==> src/rtl/instr_fetch_unit.sv <==
// -----------------------------------------------------------------------------
// instr_fetch_unit
//
// Fetch stage placed directly in front of the instruction memory wrapper.
// It owns the program counter, issues single-word read requests, and collects
// each registered response (with its PC tag) into a small FIFO for decode.
// Branch/jump redirects flush the FIFO and drop any response that lands in
// the redirect cycle, so decode never sees a stale instruction.
//
// Optional feature macro: FETCH_PERF_EN
//   When defined, adds perf_fetched (pops) and perf_dropped (responses thrown
//   away by redirect/flush) counters. Functional behaviour is unchanged.
//
// Handshakes:
//   instr_valid/instr_ready : the head entry transfers on a cycle where both
//     are high (and no redirect is present). While instr_valid is high and
//     instr_ready is low, instr/instr_pc hold their value.
//   mem_request/mem_valid   : every request is answered by exactly one
//     mem_valid pulse on the following cycle; the memory has no ready.
// -----------------------------------------------------------------------------
module instr_fetch_unit #(
    parameter logic [31:0] RESET_PC  = 32'h0000_0000,
    parameter int          BUF_DEPTH = 2
) (
    input  logic        clk,
    input  logic        rst,

    // Memory wrapper request side
    output logic        mem_request,
    output logic        mem_we_re,
    output logic [3:0]  mem_mask,
    output logic [7:0]  mem_address,
    output logic [31:0] mem_data_in,

    // Memory wrapper response side
    input  logic        mem_valid,
    input  logic [31:0] mem_data_out,

    // Decode side
    output logic        instr_valid,
    output logic [31:0] instr,
    output logic [31:0] instr_pc,
    input  logic        instr_ready,

    // Redirect from execute
    input  logic        redirect_valid,
    input  logic [31:0] redirect_pc,

`ifdef FETCH_PERF_EN
    output logic [31:0] perf_fetched,
    output logic [31:0] perf_dropped,
`endif

    // Fetch FSM state for observation
    output logic [1:0]  o_dbg_state
);

    // FIFO pointer width and a counter width that can hold BUF_DEPTH + 1
    localparam int AW = (BUF_DEPTH > 1) ? $clog2(BUF_DEPTH) : 1;
    localparam int CW = $clog2(BUF_DEPTH) + 2;

    typedef enum logic [1:0] {
        ST_BOOT  = 2'd0,
        ST_FETCH = 2'd1,
        ST_HOLD  = 2'd2
    } state_t;

    // -------------------------------------------------------------------------
    // Declarations
    // -------------------------------------------------------------------------
    state_t          r_state;
    state_t          w_next_state;

    logic [31:0]     r_fetch_pc;      // PC of the next sequential fetch
    logic [31:0]     r_resp_pc;       // PC tag for the response in flight
    logic            r_inflight;      // one request awaiting its response

    logic [CW-1:0]   r_occ;           // number of valid FIFO entries
    logic [AW-1:0]   r_wr_ptr;
    logic [AW-1:0]   r_rd_ptr;
    logic [31:0]     r_buf_instr [BUF_DEPTH];
    logic [31:0]     r_buf_pc    [BUF_DEPTH];

    logic [31:0]     w_redirect_pc;   // redirect target with the byte offset cleared
    logic            w_pop;
    logic            w_resp_ok;       // response that belongs to a live request
    logic            w_push;
    logic [CW-1:0]   w_credit_cnt;
    logic            w_credit;
    logic            w_issue;
    logic [31:0]     w_issue_pc;
    logic            w_unused;

    // -------------------------------------------------------------------------
    // Shared combinational terms
    // -------------------------------------------------------------------------
    assign w_redirect_pc = {redirect_pc[31:2], 2'b00};
    assign w_unused      = ^redirect_pc[1:0];

    // A redirect cycle never pops: the head is about to be flushed anyway.
    assign w_pop     = instr_valid && instr_ready && !redirect_valid;

    // Responses are only meaningful while a request is outstanding; a
    // response racing a redirect is dropped rather than pushed.
    assign w_resp_ok = mem_valid && r_inflight;
    assign w_push    = w_resp_ok && !redirect_valid;

    // Issuing is safe when the FIFO can hold everything already stored or
    // on its way back, after accounting for this cycle's pop.
    assign w_credit_cnt = r_occ + CW'(r_inflight) - CW'(w_pop);
    assign w_credit     = (w_credit_cnt < CW'(BUF_DEPTH));

    // -------------------------------------------------------------------------
    // FSM: state register
    // -------------------------------------------------------------------------
    always_ff @(posedge clk or negedge rst) begin
        if (!rst) begin
            r_state <= ST_BOOT;
        end else begin
            r_state <= w_next_state;
        end
    end

    // FSM: next-state decode
    always_comb begin
        w_next_state = r_state;
        unique case (r_state)
            ST_BOOT:  w_next_state = ST_FETCH;
            ST_FETCH: w_next_state = (redirect_valid || w_credit) ? ST_FETCH : ST_HOLD;
            ST_HOLD:  w_next_state = (redirect_valid || w_credit) ? ST_FETCH : ST_HOLD;
            default:  w_next_state = ST_BOOT;
        endcase
    end

    // FSM: request decode (a redirect outside BOOT always issues its target)
    always_comb begin
        w_issue    = 1'b0;
        w_issue_pc = r_fetch_pc;
        unique case (r_state)
            ST_FETCH, ST_HOLD: begin
                if (redirect_valid) begin
                    w_issue    = 1'b1;
                    w_issue_pc = w_redirect_pc;
                end else if ((r_state == ST_FETCH) && w_credit) begin
                    w_issue    = 1'b1;
                end
            end
            default: begin
                w_issue    = 1'b0;
                w_issue_pc = r_fetch_pc;
            end
        endcase
    end

    // Memory interface: address is forced to zero when no request is issued
    assign mem_request = w_issue;
    assign mem_address = w_issue ? w_issue_pc[9:2] : 8'h00;
    assign mem_we_re   = 1'b0;
    assign mem_mask    = 4'b1111;
    assign mem_data_in = 32'h0000_0000;
    assign o_dbg_state = r_state;

    // -------------------------------------------------------------------------
    // Program counter, response tag and outstanding-request flag
    // -------------------------------------------------------------------------
    always_ff @(posedge clk or negedge rst) begin
        if (!rst) begin
            r_fetch_pc <= RESET_PC;
            r_resp_pc  <= 32'h0000_0000;
            r_inflight <= 1'b0;
        end else begin
            if (w_issue) begin
                r_fetch_pc <= w_issue_pc + 32'd4;
                r_resp_pc  <= w_issue_pc;
            end else if ((r_state == ST_BOOT) && redirect_valid) begin
                // Redirect during BOOT: the target becomes the first fetch
                r_fetch_pc <= w_redirect_pc;
            end

            if (w_issue) begin
                r_inflight <= 1'b1;
            end else if (mem_valid) begin
                r_inflight <= 1'b0;
            end
        end
    end

    // -------------------------------------------------------------------------
    // FIFO control: pointers and occupancy, cleared by a redirect flush
    // -------------------------------------------------------------------------
    always_ff @(posedge clk or negedge rst) begin
        if (!rst) begin
            r_occ    <= '0;
            r_wr_ptr <= '0;
            r_rd_ptr <= '0;
        end else if (redirect_valid) begin
            r_occ    <= '0;
            r_wr_ptr <= '0;
            r_rd_ptr <= '0;
        end else begin
            if (w_push) begin
                r_wr_ptr <= r_wr_ptr + AW'(1);
            end
            if (w_pop) begin
                r_rd_ptr <= r_rd_ptr + AW'(1);
            end
            r_occ <= r_occ + CW'(w_push) - CW'(w_pop);
        end
    end

    // FIFO storage: payload only, qualified by occupancy so it needs no reset
    always_ff @(posedge clk) begin
        if (w_push) begin
            r_buf_instr[r_wr_ptr] <= mem_data_out;
            r_buf_pc[r_wr_ptr]    <= r_resp_pc;
        end
    end

    // Decode outputs: head entry, driven to zero whenever the FIFO is empty
    assign instr_valid = (r_occ != '0);
    assign instr       = instr_valid ? r_buf_instr[r_rd_ptr] : 32'h0000_0000;
    assign instr_pc    = instr_valid ? r_buf_pc[r_rd_ptr]    : 32'h0000_0000;

`ifdef FETCH_PERF_EN
    // -------------------------------------------------------------------------
    // Performance counters: delivered instructions and discarded responses
    // -------------------------------------------------------------------------
    always_ff @(posedge clk or negedge rst) begin
        if (!rst) begin
            perf_fetched <= 32'h0000_0000;
            perf_dropped <= 32'h0000_0000;
        end else begin
            if (w_pop) begin
                perf_fetched <= perf_fetched + 32'd1;
            end
            if (redirect_valid) begin
                // Flushed entries plus a response that arrived in this cycle
                perf_dropped <= perf_dropped + 32'(r_occ) + 32'(w_resp_ok);
            end
        end
    end
`endif

endmodule
==> config.mk <==
export PLATFORM = sky130hd
export DESIGN_NAME = instr_fetch_unit
export DESIGN_NICKNAME = d
export VERILOG_FILES = /design/src/rtl/instr_fetch_unit.sv
export SDC_FILE = /design/constraint.sdc
export NUM_CORES = 1
export LEC_CHECK = 0
export ABC_AREA = 0
export CORE_MARGIN = 1
export CORE_UTILIZATION = 30
export CTS_CLUSTER_DIAMETER = 120
export CTS_CLUSTER_SIZE = 12
export DETAILED_ROUTE_END_ITERATION = 7
export GPL_TIMING_DRIVEN = 1
export SLEW_MARGIN = 20
export SYNTH_ARGS = -nofsm -noshare
export SYNTH_HDL_FRONTEND = slang
export SYNTH_SLANG_ARGS = --single-unit
==> constraint.sdc <==
create_clock -name clk -period 5.4 [get_ports clk]
set_input_delay 0.81 -clock clk [delete_from_list [all_inputs] [get_ports clk]]
set_output_delay 0.81 -clock clk [all_outputs]
set_load 0.01 [all_outputs]
* Word-level counts from Yosys, hierarchy flattened
Memories as Yosys holds them, arrays and structs flattened.
Index checks and enable logic that the tools add are counted.
** Operators by class
- Add/subtract/negate cells :: 7
- $lt $le $gt $ge :: 1
- Eq/ne operators :: 2
- Mux-type cells :: 21
- Reductions and logical operators :: 15
** Operators with widths (count)
- $mux W32 :: 6
- $add A32 B3 Y32 const B :: 1
- $mux W1 :: 11
- $mux W8 :: 1
- $reduce_bool A2 Y1 :: 4
- $add A3 B1 Y3 :: 2
- $logic_and A1 B1 Y1 :: 6
- $sub A3 B1 Y3 :: 2
- $pmux W2 S2 :: 1
- $lt A3 B2 Y1 const B :: 1
- $mux W3 :: 1
- $reduce_bool A3 Y1 :: 1
- $add A1 B1 Y1 const B :: 2
- $eq A2 B1 Y1 const B :: 1
- $eq A2 B2 Y1 const B :: 1
- $logic_not A2 Y1 :: 1
- $mux W2 :: 1
- $reduce_or A2 Y1 :: 1
- $logic_not A1 Y1 :: 1
- $logic_or A1 B1 Y1 :: 1
** Word-level totals
- Register bits :: 72
- Memory bits (writable) :: 128
- Input bits :: 69
- Word-level logic and storage cells :: 55
- Memories kept :: 2
** Memory list
- r_buf_instr :: depth 2, width 32, rd ports 1, clocked after memory_dff 0, wr ports 1, RTL line 81 : logic [31:0] r_buf_instr [BUF_DEPTH];
- r_buf_pc :: depth 2, width 32, rd ports 1, clocked after memory_dff 0, wr ports 1, RTL line 82 : logic [31:0] r_buf_pc [BUF_DEPTH];

* Logic depth before layout (Yosys ltp)
- Depth in word-level cells :: 10
- Mapped depth :: 18
- Depth with buffers taken out :: 14

* Worst setup path after synthesis
Ideal clock, no wire load.
- Path kind :: in2reg
- Start :: input port redirect_valid
- End :: memory r_buf_instr[1][0] (enable)
- Library setup time :: 578 ps
- Arrival :: 6041 ps
- Data required time :: 4822 ps
- Slack :: -1219 ps
- Stages on the path :: 4
- Cells stage by stage :: buf_2 -> buf_2 -> buf_1 -> nor3b_1
** Between the ends
- Longest elaborated chain between the ends :: 4
** RTL lines
- start, declared :: RTL line 46 : input logic redirect_valid,
- $logic_not A1 Y1 :: RTL line 106 : assign w_push = w_resp_ok && !redirect_valid;
- $logic_and A1 B1 Y1 :: RTL line 106
- $mux W1 :: RTL line 213 : if (w_push) begin
- $mux W1 (not written as such) :: RTL line 214 : r_buf_instr[r_wr_ptr] <= mem_data_out;
- end, declared :: RTL line 81
Every way passes these cells.

* Final worst setup path
- Start :: input port redirect_valid
- End :: output port mem_address[4]
** Between the ends
- Longest elaborated chain between the ends :: 9
** RTL lines
- $logic_not A1 Y1 :: RTL line 101 : assign w_pop = instr_valid && instr_ready && !redirect_valid;
- $logic_and A1 B1 Y1 :: RTL line 101
- $sub A3 B1 Y3 :: RTL line 110 : assign w_credit_cnt = r_occ + CW'(r_inflight) - CW'(w_pop);
- $lt A3 B2 Y1 :: RTL line 111 : assign w_credit = (w_credit_cnt < CW'(BUF_DEPTH));
- $logic_and A1 B1 Y1 :: RTL line 144 : end else if ((r_state == ST_FETCH) && w_credit) begin
- $mux W1 :: RTL line 144
- $mux W1 :: RTL line 141 : if (redirect_valid) begin
- $mux W1 :: RTL line 139 : unique case (r_state)
- $mux W8 (*) :: RTL line 157 : assign mem_address = w_issue ? w_issue_pc[9:2] : 8'h00;
- end, declared :: RTL line 32 : output logic [7:0] mem_address,
Every way passes the cells marked *; elsewhere a longest branch is shown, timed or not.

==> flow_summary.toml <==
[status]
run_status = "finished clean"

[clock_tree]
ctsLongestPathBuffers = 2
cts_sinks = 200
cts.htree.levels = 4
cts_tree = "yes"
cts_hold_buf = 0
numCtsBuffers = 17
post_cts_resized = 0
cts_setup_buffers = 0
root_buffer = "clkbuf_16"
clkTransAtPathRegs_ns = 0.08
clkLatencyLatePin_ns = 0.43

[yosys]
synth_area_leaders = "edfxtp_1 (39%), dfrtp_1 (18%), mux2i_1 (7.6%)"
syn_inst = 892
synthFlopType = "edfxtp_1"
synth_edf_count = 128
ys_types = 62
synthesis.area_sq_mm = 0.009891
synth_top_area_cell = "edfxtp_1"
synth_top_area_frac = 0.3886
synth-seq-area-share = 0.5708
ys_ff_latch = 200
synthArstFlopShare = 0.3600
ys_warn_count = 0
syn_area_per_cell_sq_um = 11.09

[timing]
max_freq_mhz = 206.7
fin_crit_sh = 0.8959
setup_violations = 0
whs_ns = 0.2660
fin_crit_ns = 4.838
max-slew-margin-rel = 0.3768
worstMarginPinSlew_ns = 0.9348
rsz0062_at_grt = "false"
final.setup.tns_ns = 0
fin_skew_ns = 0.01368
maxSlewViolCount = 0
final-hold-violation-count = 0

[setup_path]
worst-path-max-fanout = 10
worst-endpoint-required_ns = 4.59
critPathCaptureType = "primary output"
rrSetupSlack_ns = 1.41
cp_cell_sequence = "clkdlybuf4s50_1 -> nor3_1 -> o21ai_0 -> fa_1 -> xor3_1 -> nor3_4 -> nand2_1 -> o21ai_0 -> clkdlybuf4s50_1"
cp_slowest_cell = "clkdlybuf4s50_1"
start_kind = "input port"
crit_type = "input port to primary output"
slowest_delay_ns = 0.62
arrival_ns = 4.03

[die]
pin_count = 182
initial_core_util = 0.3048
core-area_sq_mm = 0.03245
dieWidth_um = 183.6
fp.dieH_um = 183.6
die_area_sq_mm = 0.03370
rows = 66

[placed_design]
gp_routability_congestion = 0.8273
io_buffers = 142
hpwl_mm = 15.91

[grt]
grt_pass1_vias = 6861
grt_use_total = 0.1464
grt_pass1_wl_mm = 38.54
grt_overflow_total = 0
antenna_found_initial = 1
grt_max_degree = 65

[power_and_ir_drop]
ir_drop_mv = 0.2356
pwr_density_cell_mw_per_mm2 = 572.6
cellLeakagePower_nw = 4.347
total_power_mw = 6.976

[final_layout]
layout_commonest_cell = "clkdlybuf4s50_1"
drive_gt1_frac = 0.07212
post-route-util = 0.3754
final_cell_mix = "clkdlybuf4s50_1 (141), edfxtp_1 (128), nor2_1 (124), nand2_1 (96), mux2i_1 (75)"
layout.nets = 1089
diodes = 0
area_delta_synth_final_pct = 23.17
fill_cells = 3186

[detailed_routing]
dr_total_vias = 7074
route.detailed.drc = 0
wire_per_inst_um = 16.58
viasPerCell = 4.819
firstDrtPassIters = 5
ant_nets = 0
drtIter0Drc = 445
routed_wl_mm = 24.34

[hold_path]
hp-class = "input port to asynchronous set/reset pin"

[job]
cap_violations = 0
==> state kept, by name, indices dropped and copies added (netlist names) <==
signal,count
r_buf_pc,64
r_resp_pc,32
r_rd_ptr,1
r_inflight,1
r_wr_ptr,1
r_occ,3
r_fetch_pc,32
r_buf_instr,64
o_dbg_state,2
==> logic make-up (layout without fill, tap and decap cells) <==
kind of cell | count (synthesis) | in the layout | synth area share
multiplexers | 79 | 79 | 0.08197
AO/OA/AOI/OAI | 153 | 153 | 0.1016
flip-flops | 200 | 200 | 0.5708
XOR/XNOR | 30 | 30 | 0.02808
other | 2 | 37 | 0.0007593
AND/OR/NAND/NOR | 316 | 316 | 0.1476
buffers and inverters | 105 | 204 | 0.05882
adder cells (fa/ha/maj) | 7 | 7 | 0.01037
==> power by group <==
part           switching (mW)  internal (mW)
clock network           0.604          0.617
logic                    1.86           1.44
registers               0.368           2.08
==> Yosys cell counts, types with 7 or more instances <==
master	count
edfxtp_1	128
nor2_1	124
nand2_1	97
mux2i_1	75
dfrtp_1	72
clkbuf_1	38
buf_4	37
o21ai_0	36
a31oi_1	25
a21oi_1	20
nand3_1	20
xor2_1	18
nand4_1	17
nor3_1	16
inv_1	13
o221ai_1	12
o22ai_1	12
xnor2_1	11
and3_1	9
o21ai_1	8
buf_1	7
buf_2	7
==> layout make-up <==
cell class              count  area, sq um  area share
clock inverters            13        113.9    0.009346
repair buffers            159         1544      0.1267
well taps                 442        553.0     0.04539
inverters                  13        48.80    0.004005
flip-flops and latches    200         5649      0.4637
clock buffers              19        442.9     0.03636
multi-input cells         622         3831      0.3145
==> worst max-delay path: cells and delay by family <==
family | cells | cell delay [ns]
buffers and inverters | 2 | 1.21
XOR/XNOR | 1 | 0.26
AND/OR/NAND/NOR | 3 | 0.93
AO/OA/AOI/OAI | 2 | 0.43
adder cells (fa/ha/maj) | 1 | 0.40
==> per-layer routing <==
| metal | share of wire | global-route usage | up-vias |
|---|---|---|---|
| met5 | 0.00070 | 0 | - |
| met4 | 0.011 | 0.03800 | 2 |
| met3 | 0.053 | 0.03090 | 20 |
| met2 | 0.48 | 0.2367 | 184 |
| met1 | 0.46 | 0.1985 | 3481 |
| li1 | - | - | 3387 |
==> final timing paths <==
kind	from	to	cells after the start
setup / recovery	redirect_valid	mem_address[4]	9
hold / removal	rst	r_wr_ptr	1
setup reg to reg	r_occ[1]	r_fetch_pc[15]	15
hold reg to reg	r_resp_pc[29]	r_buf_pc[0][29]	0
max in group asynchronous	rst	r_fetch_pc[24]	2
min in group clk	r_resp_pc[29]	r_buf_pc[0][29]	0
==> through the flow <==
step / worst slack, ns / area (sq um) / instances
global route: 0.2544 / 12180 / 1468
detailed placement: 0.4479 / 11630 / 1436
finish: 0.5623 / 12180 / 1468
CTS: 0.4505 / 12180 / 1468
global placement: 0.5457 / 11630 / 1436
floorplan: 1.018 / 10030 / 927
Note: power is estimated with default switching activity, not from simulation.
